==> src/rtl/gate_bist_ctrl.sv <==
// gate_bist_ctrl -- logic BIST controller for a 17-input / 10-output gate model.
// An LFSR produces pseudo-random patterns. Each pattern is registered onto
// dut_in, left to settle for SETTLE cycles, and the response is then
// compacted into a MISR. A run ends after NUM_PATTERNS captures or on abort.
//
// Ports:
//   clk, rst_n   single clock, asynchronous active-low reset
//   start        begins a run (sampled in IDLE only)
//   abort        ends a run early; no done pulse
//   seed_load    loads seed into seed_reg (IDLE only; a zero seed is stored as 1)
//   seed         new LFSR seed
//   dut_in       registered stimulus; bit0 drives N1, bit16 drives N17
//   dut_out      response {N517..N504}; bit0 = N504
//   busy         high in every state except IDLE
//   done         one-cycle pulse at run completion
//   signature    MISR contents
//   pattern_cnt  number of patterns captured in the current or last run
module gate_bist_ctrl #(
  parameter int          NUM_PATTERNS = 256,
  parameter int          SETTLE       = 2,
  parameter logic [16:0] SEED         = 17'h1ACE1
) (
  input  logic        clk,
  input  logic        rst_n,
  input  logic        start,
  input  logic        abort,
  input  logic        seed_load,
  input  logic [16:0] seed,
  output logic [16:0] dut_in,
  input  logic [9:0]  dut_out,
  output logic        busy,
  output logic        done,
  output logic [9:0]  signature,
  output logic [15:0] pattern_cnt
);

  typedef enum logic [2:0] {
    S_IDLE    = 3'd0,
    S_APPLY   = 3'd1,
    S_SETTLE  = 3'd2,
    S_CAPTURE = 3'd3,
    S_DONE    = 3'd4
  } state_t;

  localparam logic [3:0]  SETTLE_M1 = 4'(SETTLE - 1);
  localparam logic [15:0] NP16      = 16'(NUM_PATTERNS);

  state_t      state_q, state_d;
  logic [16:0] lfsr_q, lfsr_d;
  logic [16:0] seed_reg_q, seed_reg_d;
  logic [16:0] dut_in_q, dut_in_d;
  logic [9:0]  misr_q, misr_d;
  logic [15:0] pattern_cnt_q, pattern_cnt_d;
  logic [3:0]  settle_cnt_q, settle_cnt_d;
  logic [15:0] cnt_inc;

  // Saturating increment: the count never wraps within a run.
  assign cnt_inc = (pattern_cnt_q == 16'hFFFF) ? pattern_cnt_q : pattern_cnt_q + 16'd1;

  always_comb begin
    state_d       = state_q;
    lfsr_d        = lfsr_q;
    seed_reg_d    = seed_reg_q;
    dut_in_d      = dut_in_q;
    misr_d        = misr_q;
    pattern_cnt_d = pattern_cnt_q;
    settle_cnt_d  = settle_cnt_q;
    case (state_q)
      S_IDLE: begin
        // seed_reg updates at the same edge as start; the run below reads
        // the old seed_reg_q, so a simultaneous load only affects the next run.
        if (seed_load) seed_reg_d = (seed == 17'd0) ? 17'h00001 : seed;
        if (start) begin
          lfsr_d        = seed_reg_q;
          misr_d        = '0;
          pattern_cnt_d = '0;
          state_d       = S_APPLY;
        end
      end
      S_APPLY: begin
        if (abort) begin
          state_d = S_IDLE;
        end else begin
          dut_in_d     = lfsr_q;
          settle_cnt_d = SETTLE_M1;
          state_d      = S_SETTLE;
        end
      end
      S_SETTLE: begin
        if (abort)                      state_d      = S_IDLE;
        else if (settle_cnt_q == 4'd0)  state_d      = S_CAPTURE;
        else                            settle_cnt_d = settle_cnt_q - 4'd1;
      end
      S_CAPTURE: begin
        // The capture always completes, even when abort arrives in this cycle.
        misr_d        = {misr_q[8:0], misr_q[9] ^ misr_q[6]} ^ dut_out;
        lfsr_d        = {lfsr_q[15:0], lfsr_q[16] ^ lfsr_q[13]};
        pattern_cnt_d = cnt_inc;
        if (abort)                state_d = S_IDLE;
        else if (cnt_inc == NP16) state_d = S_DONE;
        else                      state_d = S_APPLY;
      end
      S_DONE:  state_d = S_IDLE;
      default: state_d = S_IDLE;
    endcase
  end

  always_ff @(posedge clk or negedge rst_n) begin
    if (!rst_n) begin
      state_q       <= S_IDLE;
      lfsr_q        <= SEED;
      seed_reg_q    <= SEED;
      dut_in_q      <= '0;
      misr_q        <= '0;
      pattern_cnt_q <= '0;
      settle_cnt_q  <= '0;
    end else begin
      state_q       <= state_d;
      lfsr_q        <= lfsr_d;
      seed_reg_q    <= seed_reg_d;
      dut_in_q      <= dut_in_d;
      misr_q        <= misr_d;
      pattern_cnt_q <= pattern_cnt_d;
      settle_cnt_q  <= settle_cnt_d;
    end
  end

  assign dut_in      = dut_in_q;
  assign signature   = misr_q;
  assign pattern_cnt = pattern_cnt_q;
  assign busy        = (state_q != S_IDLE);
  assign done        = (state_q == S_DONE);

endmodule

==> config.mk <==
export PLATFORM = sky130hd
export DESIGN_NAME = gate_bist_ctrl
export DESIGN_NICKNAME = d
export VERILOG_FILES = /design/src/rtl/gate_bist_ctrl.sv
export SDC_FILE = /design/constraint.sdc
export NUM_CORES = 1
export LEC_CHECK = 0
export CORE_MARGIN = 2
export CORE_UTILIZATION = 37
export DETAILED_ROUTE_END_ITERATION = 8
export MAX_ROUTING_LAYER = met4
export SETUP_SLACK_MARGIN = 0.1
export SLEW_MARGIN = 5
export SYNTH_ARGS = -nofsm -noshare
export SYNTH_HDL_FRONTEND = slang
export SYNTH_SLANG_ARGS = --single-unit
==> constraint.sdc <==
create_clock -name clk -period 2.1 [get_ports clk]
set_input_delay 0.42 -clock clk [delete_from_list [all_inputs] [get_ports clk]]
set_output_delay 0.42 -clock clk [all_outputs]
set_load 0.005 [all_outputs]
## Yosys cells after proc, flatten, opt, wreduce, memory -nomap -nowiden

Cells that the tools add are included.

| storage, ports and cells | value |
|---|---|
| bits in registers | 84 |
| ROM bits | 0 |
| memory bits (writable) | 0 |
| output and inout port bits | 45 |
| memories | 0 |
| latch bits | 0 |

| operators by class | value |
|---|---|
| reduce and logical (&&, ||, !) cells | 11 |
| $add $sub $neg | 2 |
| equal/unequal tests | 11 |
| $mul | 0 |
| $lt $le $gt $ge | 0 |
| div/mod/pow operators | 0 |
| multiplexer cells | 19 |
| bitwise gates (word level) | 4 |
| shifts and indexed selects | 0 |

Operators with widths:

| cell | number |
|---|---|
| 17-bit 2-to-1 mux | 2 |
| 17-bit one-hot mux with 2 select lines | 1 |
| 16-bit 2-to-1 mux | 2 |
| 16-bit one-hot mux with 2 select lines | 1 |
| 10-bit one-hot mux with 2 select lines | 1 |
| 17-bit logical NOT | 1 |
| 16-bit by 1-bit adder with 16-bit output, second input constant | 1 |
| 16-bit == test, second input constant | 1 |
| 16-bit by 9-bit == test with 1-bit output, second input constant | 1 |
| 3-bit 2-to-1 mux | 5 |
| 4-bit 2-to-1 mux | 3 |
| 3-bit one-hot mux with 4 select lines | 1 |
| 10-bit 2-to-1 mux | 1 |
| 10-bit XOR | 1 |
| 2-bit inequality test, second input constant | 4 |
| 4-bit one-hot mux with 2 select lines | 1 |
| 2-bit AND reduction | 4 |
| 3-bit by 2-bit == test with 1-bit output, second input constant | 2 |
| 4-bit logical NOT | 1 |
| 4-bit AND reduction | 1 |
| 2-bit nonzero test | 2 |
| 4-bit by 1-bit subtractor with 4-bit output, second input constant | 1 |
| 3-bit by 1-bit == test with 1-bit output, second input constant | 1 |
| 3-bit == test, second input constant | 1 |
| 6 further kinds | 7 |

## Logic depth before layout (Yosys ltp)

| logic depth | value |
|---|---|
| word-level depth | 6 |
| depth in mapped cells | 7 |
| mapped depth without buffers | 7 |

## Worst setup path after synthesis

OpenSTA, ideal clock, no wires.

| timing path | value |
|---|---|
| kind | reg2reg |
| from | register pattern_cnt_q[0], in the netlist pattern_cnt[0] |
| to | register state_q[2] |
| stages on the path, launching flop included | 7 |
| buffers on the path | 0 |
| path slack | 0.074 ns |
| clock period less this slack | 2.026 ns |
| data arrival time | 1.959 ns |
| required time | 2.033 ns |
| cell sequence | dfrtp_1 -> ha_1 -> and3_2 -> a2111oi_2 -> xor2_1 -> nor4b_4 -> and3_1 |

| between the ends | value |
|---|---|
| cells in the longest elaborated chain, start to end | 6 |
| elaborated cells between the ends (all ways) | 7 |
| classes of those cells | add/sub: 1; eq/ne: 2; mux: 4 |

Ends and longest elaborated chain:

| item | line | RTL |
|---|---|---|
| start, declared | 53 | `logic [15:0] pattern_cnt_q, pattern_cnt_d;` |
| start signal, assigned | 123 | `pattern_cnt_q <= pattern_cnt_d;` |
| 16-bit by 1-bit adder with 16-bit output or 16-bit == test (tied branches) | 58 | `assign cnt_inc = (pattern_cnt_q == 16'hFFFF) ? pattern_cnt_q : pattern_cnt_q + 16'd1;` |
| 16-bit 2-to-1 mux (*) | 58 |  |
| 16-bit by 9-bit == test with 1-bit output (*) | 100 | `else if (cnt_inc == NP16) state_d = S_DONE;` |
| 3-bit 2-to-1 mux (*) | 100 |  |
| 3-bit 2-to-1 mux (*) | 99 | `if (abort) state_d = S_IDLE;` |
| 3-bit one-hot mux with 4 select lines (*) | 68 | `case (state_q)` |
| end signal, assigned | 118 | `state_q <= state_d;` |
| end, declared | 48 | `state_t state_q, state_d;` |

Mark *: on every way between the ends. The rest lies on a longest branch, timed or not.
A chain may end at the register's enable or synchronous reset.

## Final worst setup path

| timing path | value |
|---|---|
| from | register pattern_cnt_q[1], in the netlist pattern_cnt[1] |
| to | register state_q[2] |

The elaborated chain is that of the path after synthesis.

==> impl_metrics.py <==
metrics = {
    "clock_network": {
        "clk_latency_ns": 0.33,
        "cts.sinks": 84,
        "root_buffer": "clkbuf_16",
        "clockBufferDepth": 2,
        "cts_buffers": 9,
        "htree_levels": 3,
        "clkTransAtPathRegs_ns": 0.07,
        "tritoncts": "built",
    },
    "detailed_routing": {
        "drt_iter0_markers": 165,
        "drtAntennaViolNets": 0,
        "dr.pass1.iters": 4,
        "via_count": 3281,
        "route.detailed.drc": 0,
        "drt-total-wl_um": 10010,
        "post_drt_wl_per_cell_um": 15.95,
        "vias_per_cell": 5.225,
    },
    "worst_setup_path": {
        "r2r-start": "pattern_cnt[1]",
        "critical_path_class": "reg -> reg",
        "critPathCaptureType": "register",
        "worstPathArrival_ns": 2.19,
        "rr_worst_depth": 6,
        "path_max_fanout": 6,
        "rr_endpoint": "state_q[2]",
        "worstPathRequired_ns": 2.37,
        "r2r_setup_slack_ns": 0.18,
        "worst_setup_path_start_kind": "register",
    },
    "logic_synthesis": {
        "synth-seq-cells": 84,
        "ys.flop_type": "dfrtp_1",
        "ys_async_sr_fraction_pct": 100.0,
        "syn_inst": 382,
        "ys_types": 57,
        "yosysSeqAreaShare_pct": 50.98,
        "yosysWarnings": 0,
        "synth_edf_count": 0,
        "synth.net_count": 416,
        "syn_area_per_cell_um2": 10.91,
        "yosysTopAreaCell": "dfrtp_1",
        "yosysTopAreaCellShare_pct": 39.63,
        "synthTopCellsByArea": "dfrtp_1 (40%), dfstp_2 (11%), mux2_2 (9.2%)",
        "netlist_area_um2": 4168,
    },
    "timing": {
        "relSlewSlack_pct": 73.14,
        "setup_tns_ns": 0,
        "finalCritPeriodShare_pct": 91.53,
        "hold_viol_final": 0,
        "period_needed_ns": 1.922,
        "tightest_slew_ns": 0.4030,
        "rsz0062_at_grt": "true",
        "fin_skew_ns": 0.006123,
        "setup_viol": 0,
        "slew_violations": 0,
        "max_freq_ghz": 0.5202,
    },
    "place": {
        "port_buffers": 76,
        "gp_congestion": 0.8909,
        "dpl_cell_area_um2": 5241,
        "dp_hpwl_um": 7130,
    },
    "power_and_ir_drop": {
        "swShare_pct": 31.01,
        "combPwrFrac_pct": 36.3,
        "power_switching_uw": 2172,
        "p_seq_share_pct": 41.8,
        "intPower_uw": 4834,
        "vdd_drop_max_mv": 0.5331,
        "clkPwrFrac_pct": 21.9,
        "total_power_uw": 7006,
        "leakage_uw": 0.002304,
        "power.density_nw_per_um2": 1230,
    },
    "global_route": {
        "grt_max_degree": 35,
        "overflow": 0,
        "antenna_found_initial": 0,
        "grt_pass1_wl_um": 16630,
        "first_global_vias": 3286,
        "grt_usage_pct": 18.21,
    },
    "run": {
        "drv_cap": 0,
    },
    "floorplan": {
        "dieArea_um2": 12130,
        "start_util_pct": 38.11,
        "ioPinCount": 77,
        "core_um2": 10940,
        "die_y_um": 110.1,
        "rows": 38,
        "die_w_um": 110.1,
    },
    "cells_and_area": {
        "fillers": 1003,
        "drive_above_1_share_pct": 27.46,
        "final_area_um2": 5697,
        "diodes": 0,
        "syn2layout_area_growth_pct": 36.69,
        "layout.nets": 517,
    },
    "hold_path": {
        "min_from": "lfsr_q[6]",
        "hp-class": "reg -> reg",
        "whs_path_depth": 2,
        "hold_end": "lfsr_q[7]",
    },
    "status": {
        "status": "finished, final reports clean",
    },
}
## how the worst max path moves through the flow
stage                        start    endpoint  slack [ns]
floorplan           pattern_cnt[0]  state_q[2]        0.14
global placement             abort  dut_in[12]        0.10
detailed placement           abort   dut_in[2]        0.08
CTS                     state_q[1]        busy         0.1
global route        pattern_cnt[1]  state_q[2]        0.08
finish              pattern_cnt[1]  state_q[2]        0.18
## worst max-delay path: stages (launching register included)
cell,delay [ns]
dfrtp_1,0.42
ha_4,0.20
and3_4,0.20
a2111oi_4,0.37
xor2_1,0.15
nor4b_4,0.32
and3_1,0.19
## per-stage QoR
step	setup WS [ns]	std cells	util (%)	hold slack [ns]
6_report	0.1778	628	52.09	0.4937
5_1_grt	0.08010	628	52.09	0.5344
4_1_cts	0.09888	619	50.97	0.4933
3_5_place_dp	0.07588	600	47.93	0.3443
3_3_place_gp	0.1029	600	47.93	0.3418
2_1_floorplan	0.1378	382	-	0.1244
## registers in the layout (all words and copies together), names as in the netlist
register      flops
lfsr_q           17
settle_cnt_q      4
signature        10
seed_reg_q       17
dut_in           17
pattern_cnt      16
state_q           3
## cells in the mapped netlist, drive strengths merged, types with 2 or more instances
| cell type | number |
|---|---|
| buf | 14 |
| nor4 | 6 |
| and3 | 5 |
| xor2 | 5 |
| mux2i | 23 |
| nand3 | 6 |
| a31oi | 2 |
| dfrtp | 66 |
| a211oi | 2 |
| o22ai | 12 |
| inv | 9 |
| nand4 | 6 |
| nand2b | 2 |
| xnor2 | 13 |
| a22o | 2 |
| nor3 | 6 |
| nor2 | 22 |
| dfstp | 18 |
| o21ai | 30 |
| nand4b | 2 |
| ha | 2 |
| and4 | 3 |
| nor4b | 2 |
| a21oi | 14 |
| clkbuf | 7 |
| mux2 | 34 |
| nand2 | 50 |
| and2 | 3 |
## placed cells by master, fill, tap and decap left out, drive strengths merged, types with 2 or more instances in the layout
| cell | netlist | layout |
|---|---|---|
| ha | 2 | 2 |
| dfstp | 18 | 18 |
| nand2 | 50 | 50 |
| mux2 | 34 | 34 |
| and4 | 3 | 3 |
| clkinv | 0 | 2 |
| clkdlybuf4s50 | 0 | 73 |
| xor2 | 5 | 5 |
| nor3 | 6 | 6 |
| a22o | 2 | 2 |
| o22ai | 12 | 12 |
| nand4b | 2 | 2 |
| nand3 | 6 | 6 |
| nand2b | 2 | 2 |
| clkbuf | 7 | 11 |
| xnor2 | 13 | 13 |
| dlymetal6s2s | 0 | 2 |
| inv | 9 | 11 |
| and3 | 5 | 5 |
| a21oi | 14 | 14 |
| o21ai | 30 | 30 |
| nor4b | 2 | 2 |
| and2 | 3 | 3 |
| mux2i | 23 | 23 |
| a31oi | 2 | 2 |
| nand4 | 6 | 6 |
| a211oi | 2 | 2 |
| nor2 | 22 | 22 |
| dfrtp | 66 | 66 |
| buf | 14 | 35 |
| nor4 | 6 | 6 |
## what timing repair did
action                                 4_1_cts  5_1_grt
setup endpoints to repair                    5        8
endpoints found under the hold margin       14        0
gates resized for setup                      4       17
gates cloned                                 0        0
setup buffers                                2        9
hold buffers                                 1        0
pin swaps                                    0        8
## final cells by class
| cell class | instances | area, um2 | area share, % |
|---|---|---|---|
| tap | 140 | 175.2 | 3.075 |
| timing repair buffer | 111 | 1090 | 19.13 |
| clock buffer | 11 | 252.7 | 4.437 |
| inverter | 9 | 33.78 | 0.5930 |
| multi-input combinational | 268 | 1969 | 34.57 |
| sequential | 84 | 2133 | 37.45 |
| clock inverter | 5 | 42.54 | 0.7468 |
## power by group through the flow
stage                     sequential, uW  combinational, uW  clock, uW
after floorplan                     2850               1370          0
after global placement              2930               2400          0
after detailed placement            2950               2460          0
after CTS                           2930               2520       1570
after global routing                3040               2790       1650
final                               2930               2540       1540
## metal layers
| metal | global-route usage (%) | vias to the layer above | wire (um) | part of all wire (%) |
|---|---|---|---|---|
| li1 | - | 1569 | - | - |
| met1 | 23.99 | 1621 | 4571 | 46 |
| met2 | 29.32 | 81 | 4979 | 50 |
| met3 | 2.646 | 10 | 351 | 3.5 |
| met4 | 5.536 | 0 | 111 | 1.1 |
| met5 | - | - | 0 | 0 |
## cells by family (layout without fill, tap and decap cells)
family                   Yosys count  in the layout  share of synthesized area (%)
multiplexers                      57             57                          14.71
adder cells (fa/ha/maj)            2              2                         0.6003
flip-flops                        84             84                          50.98
AO/OA/AOI/OAI                     72             72                          10.81
AND/OR/NAND/NOR                  119            119                          15.85
XOR/XNOR                          18             18                          3.783
buffers and inverters             30            136                          3.272
No activity file was read; power rests on OpenSTA's default activity.
